[src/rtl/fmac_fifo_wr_arb.sv]
// ---------------------------------------------------------------------------
// fmac_fifo_wr_arb
//
// Frame-granular write-side arbiter in front of the 512x64 dual-clock MAC
// FIFO. Runs entirely in the FIFO write-clock domain. Two requesters offer
// whole frames. A frame is admitted only when the FIFO has room for the
// declared length plus a guard band, so a full FIFO never splits a frame.
// Ownership rotates round-robin and is held until the end of the frame.
//
// Ports
//   clk, reset            write-domain clock, synchronous active-high reset
//   reqN_valid            requester N offers a word (first word carries len)
//   reqN_len              frame length in words, 0 = 2^LEN_W; used in IDLE
//   reqN_data, reqN_eop   data word and last-word marker
//   reqN_ready            word accepted on reqN_valid & reqN_ready
//   fifo_wrreq, fifo_data registered FIFO write port (one cycle after accept)
//   fifo_wrfull           FIFO full flag
//   fifo_wrusedw          FIFO fill level, PTR+1 bits
//   grant                 one-hot owner, 00 when nobody owns the port
//   busy                  arbiter is not in IDLE
//   len_err               one-cycle pulse when eop and the length disagree
//
// Optional build macro FMAC_WR_ARB_STATS_EN adds:
//   frm_cnt0, frm_cnt1    completed frames per requester (16 bit, wrapping)
//   err_cnt               len_err pulses (16 bit, saturating)
//
// state  | meaning
// -------+---------------------------------------------------------------
// IDLE   | no owner; arbitrate among eligible requesters each cycle
// XFER   | owner streams words; ends on eop or when length is reached
// GAP    | GAP_CYC dead cycles so fifo_wrusedw catches up before arbitrating
// ---------------------------------------------------------------------------
module fmac_fifo_wr_arb #(
   parameter int WIDTH   = 64,
   parameter int DEPTH   = 512,
   parameter int PTR     = 9,
   parameter int LEN_W   = 8,
   parameter int GUARD   = 2,
   parameter int GAP_CYC = 2
) (
   input  logic             clk,
   input  logic             reset,

   input  logic             req0_valid,
   input  logic [LEN_W-1:0] req0_len,
   input  logic [WIDTH-1:0] req0_data,
   input  logic             req0_eop,
   output logic             req0_ready,

   input  logic             req1_valid,
   input  logic [LEN_W-1:0] req1_len,
   input  logic [WIDTH-1:0] req1_data,
   input  logic             req1_eop,
   output logic             req1_ready,

   output logic             fifo_wrreq,
   output logic [WIDTH-1:0] fifo_data,
   input  logic             fifo_wrfull,
   input  logic [PTR:0]     fifo_wrusedw,

   output logic [1:0]       grant,
   output logic             busy,
`ifdef FMAC_WR_ARB_STATS_EN
   output logic [15:0]      frm_cnt0,
   output logic [15:0]      frm_cnt1,
   output logic [15:0]      err_cnt,
`endif
   output logic             len_err
);

   // len_eff needs one extra bit to hold 2^LEN_W; the eligibility compare
   // is done one bit wider than either operand so the guard add cannot wrap.
   localparam int LW = LEN_W + 1;
   localparam int CW = (((PTR + 1) > LW) ? (PTR + 1) : LW) + 1;
   localparam int GW = (GAP_CYC > 1) ? $clog2(GAP_CYC) : 1;

   localparam logic [PTR:0]    DEPTH_V  = (PTR + 1)'(DEPTH);
   localparam logic [LW-1:0]   LEN_MAX  = LW'(2 ** LEN_W);
   localparam logic [CW-1:0]   GUARD_V  = CW'(GUARD);
   localparam logic [GW-1:0]   GAP_LOAD = GW'(GAP_CYC - 1);

   typedef enum logic [1:0] {
      ST_IDLE = 2'd0,
      ST_XFER = 2'd1,
      ST_GAP  = 2'd2
   } state_t;

   state_t            state;
   logic              ptr;
   logic [LW-1:0]     len_q;
   logic [LW-1:0]     cnt;
   logic [GW-1:0]     gap_cnt;

   logic [PTR:0]      free;
   logic [LW-1:0]     len_eff0;
   logic [LW-1:0]     len_eff1;
   logic [CW-1:0]     need0;
   logic [CW-1:0]     need1;
   logic              elig0;
   logic              elig1;
   logic [1:0]        pick;

   logic              hs;
   logic              sel_eop;
   logic [WIDTH-1:0]  sel_data;
   logic [LW-1:0]     cnt_nxt;
   logic              at_lim;
   logic              frm_end;

   // ------------------------------------------------------------------
   // Admission
   // ------------------------------------------------------------------
   assign len_eff0 = (req0_len == '0) ? LEN_MAX : LW'(req0_len);
   assign len_eff1 = (req1_len == '0) ? LEN_MAX : LW'(req1_len);

   // wrfull overrides the level so a stale wrusedw never admits a frame.
   assign free  = fifo_wrfull ? '0 : (DEPTH_V - fifo_wrusedw);

   assign need0 = CW'(len_eff0) + GUARD_V;
   assign need1 = CW'(len_eff1) + GUARD_V;
   assign elig0 = req0_valid & (CW'(free) >= need0);
   assign elig1 = req1_valid & (CW'(free) >= need1);

   // A valid-but-too-large preferred frame blocks the other requester, so a
   // big frame cannot be starved by a stream of small ones.
   always_comb begin
      pick = 2'b00;
      if (ptr == 1'b0) begin
         if (elig0)
            pick = 2'b01;
         else if (!req0_valid && elig1)
            pick = 2'b10;
      end else begin
         if (elig1)
            pick = 2'b10;
         else if (!req1_valid && elig0)
            pick = 2'b01;
      end
   end

   // ------------------------------------------------------------------
   // Transfer datapath
   // ------------------------------------------------------------------
   // grant is only non-zero in XFER, so ready is naturally low elsewhere.
   assign req0_ready = grant[0] & ~fifo_wrfull;
   assign req1_ready = grant[1] & ~fifo_wrfull;

   assign hs       = (req0_valid & req0_ready) | (req1_valid & req1_ready);
   assign sel_eop  = grant[1] ? req1_eop  : req0_eop;
   assign sel_data = grant[1] ? req1_data : req0_data;

   assign cnt_nxt  = cnt + LW'(1);
   assign at_lim   = (cnt_nxt == len_q);
   assign frm_end  = (state == ST_XFER) & hs & (sel_eop | at_lim);

   assign busy     = (state != ST_IDLE);

   // ------------------------------------------------------------------
   // Controller
   // ------------------------------------------------------------------
   always_ff @(posedge clk) begin
      if (reset) begin
         state      <= ST_IDLE;
         grant      <= 2'b00;
         ptr        <= 1'b0;
         len_q      <= '0;
         cnt        <= '0;
         gap_cnt    <= '0;
         fifo_wrreq <= 1'b0;
         fifo_data  <= '0;
         len_err    <= 1'b0;
      end else begin
         fifo_wrreq <= 1'b0;
         len_err    <= 1'b0;
         case (state)
            ST_IDLE: begin
               if (pick != 2'b00) begin
                  grant <= pick;
                  len_q <= pick[1] ? len_eff1 : len_eff0;
                  cnt   <= '0;
                  state <= ST_XFER;
               end
            end

            ST_XFER: begin
               if (hs) begin
                  fifo_wrreq <= 1'b1;
                  fifo_data  <= sel_data;
                  cnt        <= cnt_nxt;
                  if (sel_eop | at_lim) begin
                     // Exactly one end condition means the declared length
                     // and the eop marker disagree.
                     len_err <= sel_eop ^ at_lim;
                     grant   <= 2'b00;
                     ptr     <= grant[0];
                     gap_cnt <= GAP_LOAD;
                     state   <= ST_GAP;
                  end
               end
            end

            ST_GAP: begin
               if (gap_cnt == '0)
                  state <= ST_IDLE;
               else
                  gap_cnt <= gap_cnt - GW'(1);
            end

            default: begin
               state <= ST_IDLE;
               grant <= 2'b00;
            end
         endcase
      end
   end

`ifdef FMAC_WR_ARB_STATS_EN
   // ------------------------------------------------------------------
   // Statistics
   // ------------------------------------------------------------------
   always_ff @(posedge clk) begin
      if (reset) begin
         frm_cnt0 <= '0;
         frm_cnt1 <= '0;
         err_cnt  <= '0;
      end else begin
         if (frm_end && grant[0])
            frm_cnt0 <= frm_cnt0 + 16'd1;
         if (frm_end && grant[1])
            frm_cnt1 <= frm_cnt1 + 16'd1;
         if (len_err && (err_cnt != 16'hffff))
            err_cnt <= err_cnt + 16'd1;
      end
   end
`endif

endmodule
[config.mk]
export PLATFORM = sky130hd
export DESIGN_NAME = fmac_fifo_wr_arb
export DESIGN_NICKNAME = d
export VERILOG_FILES = /design/src/rtl/fmac_fifo_wr_arb.sv
export SDC_FILE = /design/constraint.sdc
export NUM_CORES = 1
export LEC_CHECK = 0
export CORE_MARGIN = 2
export CORE_UTILIZATION = 45
export CTS_BUF_LIST = sky130_fd_sc_hd__clkbuf_8 sky130_fd_sc_hd__clkbuf_16
export DETAILED_ROUTE_END_ITERATION = 7
export PLACE_DENSITY = 0.89
export SETUP_SLACK_MARGIN = 0.5
export SYNTH_ARGS = -nofsm -noshare
export SYNTH_HDL_FRONTEND = slang
export SYNTH_SLANG_ARGS = --single-unit
[constraint.sdc]
create_clock -name clk -period 5.74 [get_ports clk]
set_input_delay 0.574 -clock clk [delete_from_list [all_inputs] [get_ports clk]]
set_output_delay 0.574 -clock clk [all_outputs]
set_load 0.02 [all_outputs]
==> results.yml, run 1 <==
logic_synthesis:
  yosys-top-cells-area: "sky130_fd_sc_hd__dfxtp_1 (36%), sky130_fd_sc_hd__mux2i_1 (15%), sky130_fd_sc_hd__a211oi_1 (12%), sky130_fd_sc_hd__nor2_1 (6.7%), sky130_fd_sc_hd__ha_1 (5.8%)"
  synth-seq-area-share: 0.361
  synth_cell_types: 43
  yosys.cell_count.top_type: "sky130_fd_sc_hd__dfxtp_1"
  mappedNetlistArea_sq_um: 4990
  postSynthRegisterBits: 90
  asyncSetResetFlopFracSynth: 0
  synth_commonest_cells: "sky130_fd_sc_hd__dfxtp_1 (90), sky130_fd_sc_hd__nor2_1 (89), sky130_fd_sc_hd__a211oi_1 (78)"
  synthesis.area_per_instance_sq_um: 8.92
  total_of_warnings_raised_by_yosys: 0
  syn-instance-count: 559
  post-synth-top-area-fraction: 0.361
  dominantRegCellSynth: "sky130_fd_sc_hd__dfxtp_1"
  synth_edf_count: 0
  synth_area_leader_cell: "sky130_fd_sc_hd__dfxtp_1"
setup_path:
  timing_worst_setup_path_type: "in -> reg"
  critical_path.max_stage_delay_ps: 580
  reg2reg_slack_ps: 3100
  timing.rr.start: "cnt[0]"
  worstSetupStartpointType: "primary input"
  buffers_and_inverters_on_the_worst_path: 1
  max_stage_delay_cell_worst_path: "sky130_fd_sc_hd__a21boi_1"
  cp_cell_sequence: "clkdlybuf4s50_1 > or4_1 > nor4_1 > xnor2_1 > nor2_1 > ha_1 > nand4_1 > or3_1 > a21boi_1 > nor3_1 > a211oi_1"
  critPathRequiredTime_ps: 5990
  critical_path_peak_fanout: 10
  rr_endpoint: "grant[0]"
  critPathTopFamily: "simple AND/OR/NAND/NOR gates"
  cp.arrival_ps: 4020
  timing.reg2reg.worst_path_depth: 11
  setup.worst_path.end_class: "register"
clocking:
  clkLatencyLatePin_ps: 350
  tritoncts: "yes"
  postCtsHoldBufs: 0
  cts_post_setup_buffers_inserted: 0
  clock_tree.buffer_depth: 2
  htree_levels: 3
  cts.repair.resized: 0
  clock-root-buffer: "sky130_fd_sc_hd__clkbuf_8"
  cts_made_buffers: 9
  path_clk_slew_ps: 80
  clock_sink_count: 90
power_and_ir_drop:
  p_leak_nw: 2.52
  ratio_of_total_power_to_cell_area_nw_per_um2: 184
  power_mw: 1.38
  ir_drop_mv: 0.141
timing:
  setup_ws_ps: 1970
  totalNegativeSetupSlack_ps: 0
  grt_setup_unrepaired: "no"
  max_slew_margin: 0.284
  clock.fmax_ghz: 0.265
  hold_viol_final: 0
  report.final.slew_viol_count: 0
  final_min_period_over_clock_period: 0.657
  worst_hold_slack_ps: 501
  setup_violations: 0
  clock_skew_ps: 7.89
  tightestPinTransition_ps: 1070
  layout_min_cycle_time_ps: 3770
final_layout:
  layout.filler_cells: 843
  design.final.nets: 949
  final-instance-count-excl-fill: 911
  drive_gt1_frac: 0.0299
  layout-area-overhead-vs-synth_pct: 51.0
  post_route_cell_area_sq_um: 7530
  fin_util: 0.695
outcome:
  status: "completed"
floorplan:
  num_io_pins: 232
  initial_utilization: 0.460
  floorplan.die_area_sq_um: 11900
  die_w_um: 109
  die_height_um: 109
  placementRows: 38
  fp.coreArea_sq_um: 10800
detailed_routing:
  dr.pass1.iters: 4
  via_per_inst: 5.42
  drt_wl_total_mm: 15.9
  dr.first_iter.drc_count: 299
  final_antenna_net_count: 0
  detail_route.wl_per_cell_um: 17.5
  post-route-drc-count: 0
  routed_vias: 4934
grt:
  grt_first_pass_wirelength_mm: 24.1
  grt_pass1_vias: 4808
  grt_max_degree: 135
  groute.usage.overall: 0.258
  antenna_found_initial: 1
  grt-ovfl-total: 0
placement:
  detailed_place_hpwl_mm: 12.5
  globalplace.congestion: 0.929
  numPlacedInstances: 894
  placement.setup.worst_slack_ps: 1640
  detailed_place.area_sq_um: 7340
  portBuffers: 231
worst_hold_path:
  timing.hold.worst.start: "fifo_data[61]"
  hold_path_class: "reg -> reg"
  hold_crit_depth: 2
  whs_endpoint: "fifo_data[61]"
run:
  max-cap-violations: 0
worst min-delay path: cells and delay by family, from the launching register on:
kind               cells  cell delay, ps
DFF                    1             320
AOI/OAI and AO/OA      1              50
and+or+nand+nor        1              90
state kept, by name (all words and copies together) (netlist names):
register	flops
state	2
len_err	1
ptr	1
grant	2
fifo_data	64
fifo_wrreq	1
len_q	9
cnt	9
gap_cnt	1
worst max path at each step:
stage | startpoint | to | slack, ps | cells after the start
CTS | fifo_wrusedw[3] | len_q[2] | 2010 | 11
detailed placement | fifo_wrusedw[3] | len_q[2] | 1640 | 11
global placement | fifo_wrusedw[5] | cnt[8] | 1790 | 11
floorplan | fifo_wrusedw[5] | cnt[8] | 2470 | 10
global route | fifo_wrusedw[3] | len_q[3] | 1730 | 11
finish | fifo_wrusedw[3] | len_q[2] | 1970 | 11
where the power goes:
part           switching [mW]  internal (mW)
registers              0.0121          0.639
clock network           0.208          0.206
logic                   0.138          0.182
cell type report:
type	count	area [sq um]	share of cell area
Clock inverter	5	48.8	0.00648
Tap cell	140	175	0.0233
Sequential cell	90	1810	0.240
Multi-Input combinational cell	423	2990	0.397
Antenna cell	2	5.00	0.000665
Timing Repair Buffer	235	2350	0.312
Inverter	6	22.5	0.00299
Clock buffer	10	138	0.0183
metal layers:
layer,up-vias,wire length [um],global-route usage
met2,165,8150,0.458
met3,25,1060,0.0652
li1,2461,-,-
met1,2283,6370,0.299
met5,-,0,0
met4,0,332,0.0958
cells by family after synthesis:
group           count (synthesis)  synth area share
other cells                     1          0.000752
simple gates                  171             0.157
mux                            74             0.149
compound gates                118             0.172
buf+inv                        47            0.0416
fa+ha+maj                      23            0.0577
flops                          90             0.361
xor+xnor                       35            0.0615
cell usage in the layout (no fill, tap or decap), types with 2 or more instances in the layout:
cell / n
sky130_fd_sc_hd__a211oi_1: 78
sky130_fd_sc_hd__a31oi_1: 5
sky130_fd_sc_hd__clkbuf_8: 10
sky130_fd_sc_hd__o21a_1: 3
sky130_fd_sc_hd__diode_2: 2
sky130_fd_sc_hd__nor2b_1: 3
sky130_fd_sc_hd__nor2_1: 89
sky130_fd_sc_hd__nor4_1: 3
sky130_fd_sc_hd__dfxtp_1: 89
sky130_fd_sc_hd__a211o_1: 2
sky130_fd_sc_hd__xnor2_1: 18
sky130_fd_sc_hd__or4_1: 5
sky130_fd_sc_hd__nor3_1: 17
sky130_fd_sc_hd__nand3_1: 11
sky130_fd_sc_hd__xor2_1: 17
sky130_fd_sc_hd__buf_4: 3
sky130_fd_sc_hd__o21ai_0: 5
sky130_fd_sc_hd__nand2_1: 18
sky130_fd_sc_hd__nand2b_1: 6
sky130_fd_sc_hd__ha_1: 23
sky130_fd_sc_hd__clkdlybuf4s50_1: 230
sky130_fd_sc_hd__conb_1: 2
sky130_fd_sc_hd__nand4_1: 5
sky130_fd_sc_hd__a21oi_1: 14
sky130_fd_sc_hd__inv_1: 9
sky130_fd_sc_hd__and3_1: 6
sky130_fd_sc_hd__or3_1: 3
sky130_fd_sc_hd__a41oi_1: 2
sky130_fd_sc_hd__mux2i_1: 74
Note: power is estimated with default switching activity, not from simulation.
==> run 2, diff against run 1 <==
Settings changed: CORE_UTILIZATION 45 to 38, PLACE_DENSITY 0.89 to 0.8.
Clock period 5.74 ns to 3.3 ns, I/O delays scaled along.
==> run 2 against run 1 <==
Against the previous run:
- non-clock buffer count rose by 50
- via count increased by 4.1%
- design area grew 11%
- first-iteration DRC count decreased by 6.0%
- critical path type unchanged
- largest cell class unchanged
==> results.yml, run 2 (synthesis results as in run 1) <==
outcome:
  status: "completed"
clocking:
  tritoncts: "yes"
  clock_sink_count: 90
  postCtsHoldBufs: 0
  cts_made_buffers: 9
  clock_tree.buffer_depth: 2
  clkLatencyLatePin_ps: 340
  path_clk_slew_ps: 60
  htree_levels: 3
  clock-root-buffer: "sky130_fd_sc_hd__clkbuf_16"
detailed_routing:
  final_antenna_net_count: 0
  detail_route.wl_per_cell_um: 16.1
  dr.first_iter.drc_count: 281
  via_per_inst: 5.17
  dr.pass1.iters: 5
  drt_wl_total_mm: 16.0
  post-route-drc-count: 0
  routed_vias: 5137
timing:
  report.final.slew_viol_count: 0
  clock_skew_ps: 8.30
  grt_setup_unrepaired: "yes"
  layout_min_cycle_time_ps: 2820
  setup_violations: 0
  worst_hold_slack_ps: 446
  tightestPinTransition_ps: 1090
  clock.fmax_ghz: 0.355
  max_slew_margin: 0.273
  hold_viol_final: 0
  final_min_period_over_clock_period: 0.853
final_layout:
  design.final.nets: 999
  largest_register_ff_count: 64
  layout_commonest_cell: "sky130_fd_sc_hd__clkdlybuf4s50_1"
  reg.largest.list: "fifo_data (64), cnt (9), len_q (9)"
  largest-register: "fifo_data"
  layout-area-overhead-vs-synth_pct: 68.2
  drive_gt1_frac: 0.144
  layout.cells.most_common_list: "sky130_fd_sc_hd__clkdlybuf4s50_1 (212), sky130_fd_sc_hd__dfxtp_1 (88), sky130_fd_sc_hd__nor2_1 (83)"
run:
  max-cap-violations: 0
placement:
  detailed_place_hpwl_mm: 12.5
  portBuffers: 231
  globalplace.congestion: 0.909
floorplan:
  die_w_um: 119
  fp.coreArea_sq_um: 12700
  placementRows: 41
  floorplan.die_area_sq_um: 14100
  initial_utilization: 0.392
  die_height_um: 119
  num_io_pins: 232
setup_path:
  timing.rr.start: "cnt[1]"
  critPathRequiredTime_ps: 3520
  worstSetupStartpointType: "primary input"
  critical_path_peak_fanout: 5
  cp.arrival_ps: 3040
  startpoint: "fifo_wrusedw[0]"
  setup.worst_path.end_class: "register"
  timing_worst_setup_path_type: "in -> reg"
power_and_ir_drop:
  ir_drop_mv: 0.249
  p_leak_nw: 2.94
  power_mw: 2.88
  ratio_of_total_power_to_cell_area_nw_per_um2: 344
grt:
  antenna_found_initial: 2
  grt_max_degree: 59
  groute.usage.overall: 0.226
  grt_first_pass_wirelength_mm: 26.0
  grt_pass1_vias: 5171
  grt-ovfl-total: 0
worst_hold_path:
  timing.hold.worst.start: "req0_len[5]"
  hold_path_class: "in -> reg"
-- run 2: cell types whose count changed in the layout (fill, tap and decap cells not counted), sizes merged --
cell           change
clkdlybuf4s15      +1
buf               +55
dlymetal6s2s       +5
inv                -2
clkinv             +1
dlygate4sd2        +7
clkdlybuf4s50     -18
bufinv             +1
-- run 2: final cells by class --
cell class              count  area (sq um)
inverters                   6          22.5
fillers                  1021          4340
flip-flops and latches     90          1810
repair buffers            285          2780
multi-input cells         423          3230
clock inverters             5          87.6
diodes                      2          5.00
clock buffers              10           239
well taps                 172           215
-- run 2: per-layer routing --
| metal | routed length (um) | GRT usage |
|---|---|---|
| met4 | 303 | 0.0737 |
| met5 | 0 | 0 |
| met3 | 990 | 0.0565 |
| met2 | 7930 | 0.394 |
| met1 | 6800 | 0.271 |
-- run 2: path summary, 6_finish.rpt --
path                            slack (ps)            end  depth (start not counted)
worst max-delay path                   480       len_q[3]                         13
worst min-delay path                   450       len_q[5]                          3
worst max register to register         730       grant[0]                         11
worst min register to register         500  fifo_data[48]                          2
-- run 2: worst max-delay path: stages --
cell,delay [ps]
sky130_fd_sc_hd__buf_6,90
sky130_fd_sc_hd__or3_4,400
sky130_fd_sc_hd__buf_6,130
sky130_fd_sc_hd__nor4_4,270
sky130_fd_sc_hd__xnor2_1,170
sky130_fd_sc_hd__nor2_2,80
sky130_fd_sc_hd__ha_1,290
sky130_fd_sc_hd__nand4_1,140
sky130_fd_sc_hd__or3_4,460
sky130_fd_sc_hd__a21oi_4,160
sky130_fd_sc_hd__buf_6,170
sky130_fd_sc_hd__mux2i_2,240
sky130_fd_sc_hd__a211oi_1,100
-- run 2: per-stage QoR --
stage	setup WS [ps]	instances	util	setup TNS (ps)	area, sq um
floorplan	475	560	-	0	5040
global placement	-128	969	0.613	-1860	7800
detailed placement	-328	969	0.613	-4600	7800
CTS	489	990	0.651	0	8290
global route	431	993	0.659	0	8390
finish	484	993	0.659	0	8390
-- run 2: timing repair --
action,4_1_cts,5_1_grt
gates resized for setup,63,21
setup endpoints to repair,21,20
endpoints found under the hold margin,0,0
cloned,1,0
buffers inserted,5,1
pin swaps,26,16
-- run 2: power breakdown --
group	total, mW	switching [mW]	internal, mW
Sequential	1.14	0.0240	1.11
Combinational	0.634	0.269	0.365
Clock	1.11	0.428	0.686
==> run 3, diff against run 2 <==
Settings changed: CAP_MARGIN from default to 15, CORE_UTILIZATION 38 to 45, HOLD_SLACK_MARGIN from default to 0.02, PLACE_DENSITY 0.8 to 0.89.
Clock period 3.3 ns to 3.63 ns, I/O delays scaled along.
==> run 3 against run 2 <==
Against the previous run:
- sequential power is 9.6% lower
- first-iteration DRC count up 21%
- sequential share of layout area grew 1.3 points
- global-route usage grew 2.9 points
- critical path depth unchanged
- clock power decreased by 31%
- cell count is 7.0% lower
- worst hold slack improved by 55 ps
- core utilization is 6.9 points higher
- critical endpoint is now len_q[8]
- largest cell class unchanged
==> results.yml, run 3 (synthesis results as in run 1) <==
outcome:
  status: "completed"
final_layout:
  largest-register: "fifo_data"
  layout-area-overhead-vs-synth_pct: 58.3
  layout_commonest_cell: "sky130_fd_sc_hd__clkdlybuf4s50_1"
  reg.largest.list: "fifo_data (64), cnt (9), len_q (9)"
  design.final.nets: 962
  largest_register_ff_count: 64
  layout.cells.most_common_list: "sky130_fd_sc_hd__clkdlybuf4s50_1 (224), sky130_fd_sc_hd__dfxtp_1 (89), sky130_fd_sc_hd__nor2_1 (88)"
  drive_gt1_frac: 0.0779
  n_antenna_cell: 0
run:
  max-cap-violations: 0
grt:
  grt_max_degree: 66
  grt_first_pass_wirelength_mm: 23.9
  met3_layer_usage_reported_by_global_route: 0.0652
  grt.met1_usage: 0.298
  grt_util_met2: 0.460
  grt_pass1_vias: 4774
  antenna_found_initial: 0
  grt-ovfl-total: 0
  grt.busiest_layer: "met2"
  groute.usage.overall: 0.255
setup_path:
  cp_cell_sequence: "clkdlybuf4s50_1 > or4_4 > nor3_4 > xor2_1 > nor2_1 > ha_1 > o21ai_0 > nor2_1 > nor3_2 > buf_4 > a21bo_2 > nand2_2 > a211oi_1"
  worstSetupStartpointType: "primary input"
  cpMostUsedCell: "sky130_fd_sc_hd__nor2_1"
  setup.worst_path.end_class: "register"
  cp.arrival_ps: 3410
  max_stage_delay_cell_worst_path: "sky130_fd_sc_hd__or4_4"
  timing.rr.start: "cnt[0]"
  critical_path.max_stage_delay_ps: 500
  critical_path_peak_fanout: 9
  critPathRequiredTime_ps: 3900
  startpoint: "fifo_wrusedw[4]"
  timing_worst_setup_path_type: "in -> reg"
detailed_routing:
  post-route-drc-count: 0
  detail_route.wl_per_cell_um: 18.0
  dr.pass1.iters: 5
  routed_vias: 5064
  dr.first_iter.drc_count: 341
  drt_wl_total_mm: 16.6
  final_antenna_net_count: 0
  via_per_inst: 5.49
floorplan:
  floorplan.die_area_sq_um: 11900
  fp.coreArea_sq_um: 10800
  num_io_pins: 232
  initial_utilization: 0.460
  placementRows: 38
  die_w_um: 109
  die_height_um: 109
timing:
  hold_viol_final: 0
  layout_min_cycle_time_ps: 3140
  worst_hold_slack_ps: 501
  report.final.slew_viol_count: 0
  max_slew_margin: 0.258
  clock_skew_ps: 12.4
  grt_setup_unrepaired: "no"
  setup_ws_ps: 493
  final_min_period_over_clock_period: 0.864
  tightestPinTransition_ps: 1110
  setup_violations: 0
  clock.fmax_ghz: 0.319
placement:
  detailed_place_hpwl_mm: 12.4
  placement.setup.worst_slack_ps: -93.8
  globalplace.congestion: 0.855
  portBuffers: 231
power_and_ir_drop:
  power.switching_uw: 633
  clock_power_share: 0.327
  p_comb_frac: 0.234
  ir_drop_mv: 0.281
  ratio_of_total_power_to_cell_area_nw_per_um2: 297
  p_leak_nw: 2.70
  p_int_mw: 1.71
  p_sw_frac: 0.270
  seq_power_share: 0.438
clocking:
  clock_sink_count: 90
  clock-root-buffer: "sky130_fd_sc_hd__clkbuf_8"
  path_clk_slew_ps: 90
  clock_tree.buffer_depth: 2
  postCtsHoldBufs: 0
  tritoncts: "yes"
  cts_made_buffers: 9
  clkLatencyLatePin_ps: 370
  htree_levels: 3
worst_hold_path:
  hold_path_class: "reg -> reg"
  timing.hold.worst.start: "fifo_data[62]"
==> run 3: cell count changes in the layout (fill, tap and decap cells not counted), moves of 3 or more <==
cell                              change
sky130_fd_sc_hd__buf_2                -3
sky130_fd_sc_hd__buf_4               -33
sky130_fd_sc_hd__buf_6                -4
sky130_fd_sc_hd__clkbuf_16            -9
sky130_fd_sc_hd__clkbuf_8             +8
sky130_fd_sc_hd__clkdlybuf4s50_1     +12
sky130_fd_sc_hd__dlygate4sd2_1        -7
sky130_fd_sc_hd__mux2i_1              +3
sky130_fd_sc_hd__mux2i_2              -3
sky130_fd_sc_hd__nor2_1               +5
sky130_fd_sc_hd__nor2_2               -3
sky130_fd_sc_hd__or4_1                +4
sky130_fd_sc_hd__or4_4                -4
==> run 3: area by class of cell <==
type	instances	area, sq um
Timing Repair Buffer	248	2490
Fill cell	793	2950
Clock inverter	7	98.8
Clock buffer	9	124
Tap cell	140	175
Inverter	6	22.5
Multi-Input combinational cell	423	3170
Sequential cell	90	1810
==> run 3: through the flow <==
step            util  power (mW)  TNS, ps  cells  area (sq um)
2_1_floorplan      -        1.28        0    560          4990
3_3_place_gp   0.685        1.54        0    902          7420
3_5_place_dp   0.685        1.56     -735    902          7420
4_1_cts        0.712        2.32        0    919          7720
5_1_grt        0.728        2.45        0    923          7890
6_report       0.728        2.35        0    923          7890
==> run 3: routing by layer <==
layer  share of wire  up-vias
li1                -     2476
met1            0.39     2375
met2            0.51      181
met3           0.074       32
met4           0.024        0
met5               0        -
==> run 3: worst paths after layout <==
path | cells past startpoint | to | slack (ps)
max | 13 | len_q[8] | 490
min | 2 | fifo_data[62] | 500
max reg2reg | 11 | grant[1] | 940
min reg2reg | 2 | fifo_data[62] | 500
==> run 3: power groups by stage <==
stage | logic [mW] | registers [mW] | clock network [mW]
after floorplan | 0.225 | 1.06 | 0
after CTS | 0.519 | 1.03 | 0.775
after global routing | 0.588 | 1.03 | 0.827
after detailed placement | 0.505 | 1.05 | 0
final | 0.549 | 1.03 | 0.768
after global placement | 0.491 | 1.05 | 0
==> run 3: worst max-delay path, delay by kind of cell <==
kind,cells,cell delay (ps)
and+or+nand+nor,6,1160
AOI/OAI and AO/OA,3,750
buffers and inverters,2,590
adders and majority gates,1,340
xor gates and xnor gates,1,200
==> run 3: timing repair <==
item / 4_1_cts / 5_1_grt
setup endpoints to repair: 19 / 20
gates resized for setup: 16 / 28
setup buffers: 0 / 4
gates cloned: 1 / 0
pin swaps: 0 / 18
